$ cat config.mk
export PLATFORM = sky130hd
export DESIGN_NAME = rr_request_arbiter
export DESIGN_NICKNAME = d
export VERILOG_FILES = /design/src/rtl/arb_pkg.sv /design/src/rtl/rr_pick_onehot.sv /design/src/rtl/rr_request_arbiter.sv
export SDC_FILE = /design/constraint.sdc
export NUM_CORES = 1
export LEC_CHECK = 0
export BUFFER_PORTS_ARGS = -buffer_cell sky130_fd_sc_hd__buf_2
export CORE_ASPECT_RATIO = 0.75
export CORE_MARGIN = 4
export CORE_UTILIZATION = 45
export CTS_CLUSTER_SIZE = 8
export DETAILED_ROUTE_END_ITERATION = 8
export PLACE_DENSITY_LB_ADDON = 0.12
export SYNTH_ARGS = -nofsm -noshare
export SYNTH_HDL_FRONTEND = slang
export SYNTH_HIERARCHICAL = 1
export SYNTH_SLANG_ARGS = --single-unit
export TNS_END_PERCENT = 50
$ cat constraint.sdc
create_clock -name clk -period 8.5 [get_ports clk]
set_input_delay 1.7 -clock clk [delete_from_list [all_inputs] [get_ports clk]]
set_output_delay 1.7 -clock clk [all_outputs]
set_load 0.05 [all_outputs]
$ cat src/rtl/arb_pkg.sv
// Shared definitions for the round-robin request arbiter: requester count,
// state encoding and the priority-pointer wrap helper.
package arb_pkg;

  localparam int ARB_N  = 8;
  localparam int ARB_IW = $clog2(ARB_N);

  typedef enum logic {
    ST_IDLE  = 1'b0,
    ST_GRANT = 1'b1
  } arb_state_t;

  // Pointer advance with explicit wrap so a non-power-of-two N would still work.
  function automatic logic [ARB_IW-1:0] next_ptr(input logic [ARB_IW-1:0] idx);
    if (idx == ARB_IW'(ARB_N - 1)) begin
      return '0;
    end
    return idx + ARB_IW'(1);
  endfunction

endpackage

$ cat src/rtl/rr_pick_onehot.sv
// Combinational rotating-priority picker: returns the first set request at or
// after ptr (wrapping), as a one-hot vector plus its index.
module rr_pick_onehot
  import arb_pkg::*;
#(
  parameter  int N  = ARB_N,
  localparam int IW = $clog2(N)
) (
  input  logic [N-1:0]  req,
  input  logic [IW-1:0] ptr,
  output logic [N-1:0]  pick,
  output logic [IW-1:0] pick_idx,
  output logic          pick_valid
);

  localparam logic [IW:0] N_W = (IW + 1)'(N);

  logic [N-1:0]  rotated;
  logic [IW-1:0] rot_idx;
  logic [IW:0]   sum;

  // Rotate so ptr lands at bit 0, take the lowest set bit, then rotate the
  // chosen index back into absolute requester numbering.
  always_comb begin
    rotated    = N'({req, req} >> ptr);
    rot_idx    = '0;
    pick_valid = 1'b0;
    for (int i = N - 1; i >= 0; i--) begin
      if (rotated[i]) begin
        rot_idx    = IW'(i);
        pick_valid = 1'b1;
      end
    end
    sum = {1'b0, rot_idx} + {1'b0, ptr};
    if (sum >= N_W) begin
      sum = sum - N_W;
    end
    pick_idx = sum[IW-1:0];
    pick     = '0;
    if (pick_valid) begin
      pick[pick_idx] = 1'b1;
    end
  end

endmodule

$ cat src/rtl/rr_request_arbiter.sv
// 8-input round-robin arbiter with a bounded hold time; the registered grant is
// always one-hot or zero and feeds the downstream 8-to-3 encoder directly.
module rr_request_arbiter
  import arb_pkg::*;
#(
  parameter  int N        = ARB_N,
  parameter  int MAX_HOLD = 16,
  localparam int CW       = $clog2(MAX_HOLD) + 1,
  localparam int IW       = $clog2(N)
) (
  input  logic         clk,
  input  logic         rst,
  input  logic [N-1:0] req,
  output logic [N-1:0] grant,
  output logic         grant_valid,
  output logic         busy
);

  localparam logic [CW-1:0] HOLD_LAST = CW'(MAX_HOLD - 1);

  arb_state_t    state, state_next;
  logic [N-1:0]  grant_next;
  logic [IW-1:0] ptr, ptr_next;
  logic [IW-1:0] idx, idx_next;
  logic [CW-1:0] hold_cnt, hold_next;
  logic [N-1:0]  pick;
  logic [IW-1:0] pick_idx;
  logic          pick_valid;

  rr_pick_onehot #(.N(N)) u_pick (
    .req        (req),
    .ptr        (ptr),
    .pick       (pick),
    .pick_idx   (pick_idx),
    .pick_valid (pick_valid)
  );

  always_ff @(posedge clk or posedge rst) begin
    if (rst) begin
      state    <= ST_IDLE;
      grant    <= '0;
      ptr      <= '0;
      idx      <= '0;
      hold_cnt <= '0;
    end else begin
      state    <= state_next;
      grant    <= grant_next;
      ptr      <= ptr_next;
      idx      <= idx_next;
      hold_cnt <= hold_next;
    end
  end

  // Release always passes through IDLE, which guarantees a zero cycle between
  // grants; other requests are only looked at from IDLE, so they stay pending.
  always_comb begin
    state_next = state;
    grant_next = grant;
    ptr_next   = ptr;
    idx_next   = idx;
    hold_next  = hold_cnt;
    case (state)
      ST_IDLE: begin
        if (pick_valid) begin
          grant_next = pick;
          idx_next   = pick_idx;
          hold_next  = '0;
          state_next = ST_GRANT;
        end
      end
      ST_GRANT: begin
        if (!req[idx] || hold_cnt == HOLD_LAST) begin
          grant_next = '0;
          ptr_next   = next_ptr(idx);
          hold_next  = '0;
          state_next = ST_IDLE;
        end else begin
          hold_next = hold_cnt + CW'(1);
        end
      end
      default: begin
        grant_next = '0;
        hold_next  = '0;
        state_next = ST_IDLE;
      end
    endcase
  end

  assign grant_valid = |grant;
  assign busy        = (state == ST_GRANT);

endmodule
==> results by group <==
Final layout
  – Share of cells above drive strength 1: 24.1%
  – Fin nets: 217
  – Multi-input gate area: 0.00121 mm^2
  – Antenna diodes: 0
  – Area Overhead vs Synth: 6.38%
  – FF/Latch Area: 500 um^2
  – Util after Layout: 51.3%
  – Fill count: 343

Critical path
  – Critical-path top delay cell: fa_1
  – Most frequent CP cell: inv_1
  – Max stage delay on crit path: 520 ps
  – Crit. End Element: register
  – Crit Path Max Fanout: 11
  – Worst Path Arrival: 4610 ps
  – Critical path launch point type: input port
  – Critical path required time: 8700 ps
  – Crit path kind: input port to register
  – Worst-path cell chain: buf_2, mux4_2, a211o_1, a21oi_1, nor4_1, a211oi_1, ha_1, inv_1, fa_1, inv_1, a311oi_1, nand2_1, mux2i_1, a22o_1

Drt
  – Routed WL: 4340 um
  – Vias: 1627
  – Antenna viol nets, final: 0
  – # DRC: 0
  – Iteration-0 DRC Markers: 132
  – Via-to-Cell Ratio: 6.48
  – First-pass DRT Iterations: 5
  – Wirelength per Cell: 17.3 um

Timing
  – RSZ-0062 raised after global routing: no
  – Worst rel slew slack: 42.2%
  – Fmax: 0.227 GHz
  – Final hold viol count: 0
  – Max-slew violations: 0
  – Post-route setup TNS: 0 ps
  – Final period utilization: 51.9%
  – Clock skew: 4.04 ps
  – Worst Tran Pin Value: 868 ps
  – Hold Slack: 487 ps
  – Setup violators final: 0
  – Fin crit period: 4410 ps

CTS
  – # hold bufs at CTS: 0
  – H-tree depth: 1
  – Setup bufs post-CTS: 0
  – Cts repair resizes: 0
  – TritonCTS clock tree: built
  – Worst skew pair latency: 260 ps
  – Clock slew at reported path FFs: 80 ps
  – Clk Tree Root Cell: clkbuf_8
  – CTS sink count: 20
  – Clock Tree Buf Depth: 2
  – CTS buffer count: 3

Status
  – Status: finished, final reports clean

Die
  – IO Pins: 20
  – Initial Utilization: 48.3%
  – FP Rows: 19
  – Die Wd: 81.5 um
  – Core area: 0.00378 mm^2
  – Chip height: 63.1 um
  – Die area: 0.00515 mm^2

Logic synthesis
  – Leading area contributor after synthesis: dfrtp_1
  – Share of the synthesized area in the top cell type: 27.4%
  – Count leader, synth: nor3_1
  – Register area share after synthesis: 27.4%
  – Synthesized area: 0.00182 mm^2
  – Commonest cells in the synthesized netlist: nor3_1, dfrtp_1, nand2_1
  – Synth Flop Type: dfrtp_1
  – Syn nets: 208
  – Synth Register Bits: 20
  – Ys async rst share: 100%
  – Syn_area_per_cell: 9.50 um^2
  – Post-synth EDFFs: 0
  – Synth unique cells: 42
  – Synth area leaders: dfrtp_1, mux4_2, mux2i_1
  – Synth Instances: 192
  – Yosys Warn Count: 6

Power and ir drop
  – Leakage Power: 0.000812 uW
  – Power per cell area: 445 mW/mm^2
  – Peak supply drop: 0.000212 V

Placed design
  – I/O Buffers: 19
  – Post-DP HPWL: 3080 um
  – Gpl congestion: 0.770

Global routing
  – Initial antenna violation count: 0
  – All-Layer GR Usage: 18.3%
  – Grt ovf: 0
  – Global-route wire length before repair: 7550 um
  – Pin count of the biggest net entering global routing: 29
  – Vias in the first global route: 1635

Worst hold path
  – Worst min-delay path class: register to register

Run
  – Max cap viols: 0
report_power, final:
part           leakage, uW  total, uW  internal (uW)  switching [uW]
logic             0.000530        603            271             332
registers         0.000260        198            126            72.4
clock network    0.0000216       62.9           31.6            31.3
total             0.000812        864            428             435
routing by layer:
metal | share of wire (%) | global-route usage (%) | up-vias
li1 | - | - | 750
met1 | 49 | 26.7 | 793
met2 | 44 | 27.0 | 74
met3 | 5.8 | 4.56 | 10
met4 | 1.1 | 4.43 | 0
met5 | 0 | 0 | -
stage by stage:
step	instance area, um^2	total power, uW	cells	worst slack, ps
floorplan	1820	700	192	4120
global placement	1900	773	248	3860
detailed placement	1900	797	248	3800
CTS	1940	862	251	4080
global route	1940	943	251	3840
finish	1940	864	251	4090
state kept, by name (all words and copies together), names as in the netlist:
register / flops
grant: 8
hold_cnt: 5
ptr: 3
idx: 3
busy: 1
cell usage in the layout, fill, tap and decap left out, drive strengths merged:
cell	instances
nor3	22
dfrtp	20
buf	19
nand2	14
mux2i	12
nor4	12
a22o	10
mux2	9
nor3b	9
inv	8
nor2	7
mux4	7
o21ai	6
ha	5
nor2b	4
a311oi	4
or2	3
xnor2	3
clkbuf	3
a21oi	3
o31ai	2
o32ai	2
nand3	2
nand2b	2
or4	2
a221o	1
o22ai	1
o2bb2ai	1
and3	1
a211o	1
a211oi	1
xor2	1
o211a	1
fa	1
critical path, delay by kind of cell:
family	cells	cell delay, ps
adder cells (fa/ha/maj)	2	700
AO/OA/AOI/OAI	5	1060
buffers and inverters	3	310
AND/OR/NAND/NOR	2	190
multiplexers	2	660
final timing paths:
path                                   from           to  slack [ps]  depth (start not counted)
worst max-delay path                 req[4]     grant[0]        4090                         14
worst min register to register  hold_cnt[4]  hold_cnt[4]         490                          2
worst max register to register       ptr[2]     grant[0]        4740                         13
worst min-delay path            hold_cnt[4]  hold_cnt[4]         490                          2
max in group asynchronous               rst  hold_cnt[3]        6400                          2
min in group asynchronous               rst     grant[7]        1590                          2
logic make-up after synthesis:
group | after synthesis | share of synthesized area, %
adders and majority gates | 6 | 4.53
buffers and inverters | 23 | 6.31
DFF | 20 | 27.4
and+or+nand+nor | 78 | 24.3
xor gates and xnor gates | 4 | 1.92
AOI/OAI and AO/OA | 33 | 14.5
muxes | 28 | 21.0
final cells by class:
cell class	count	share of cell area (%)
inverters	8	1.55
repair buffers	19	4.90
multi-input cells	149	62.3
flip-flops and latches	20	25.8
well taps	52	3.35
clock buffers	3	2.13
No activity file was read; power rests on OpenSTA's default activity.
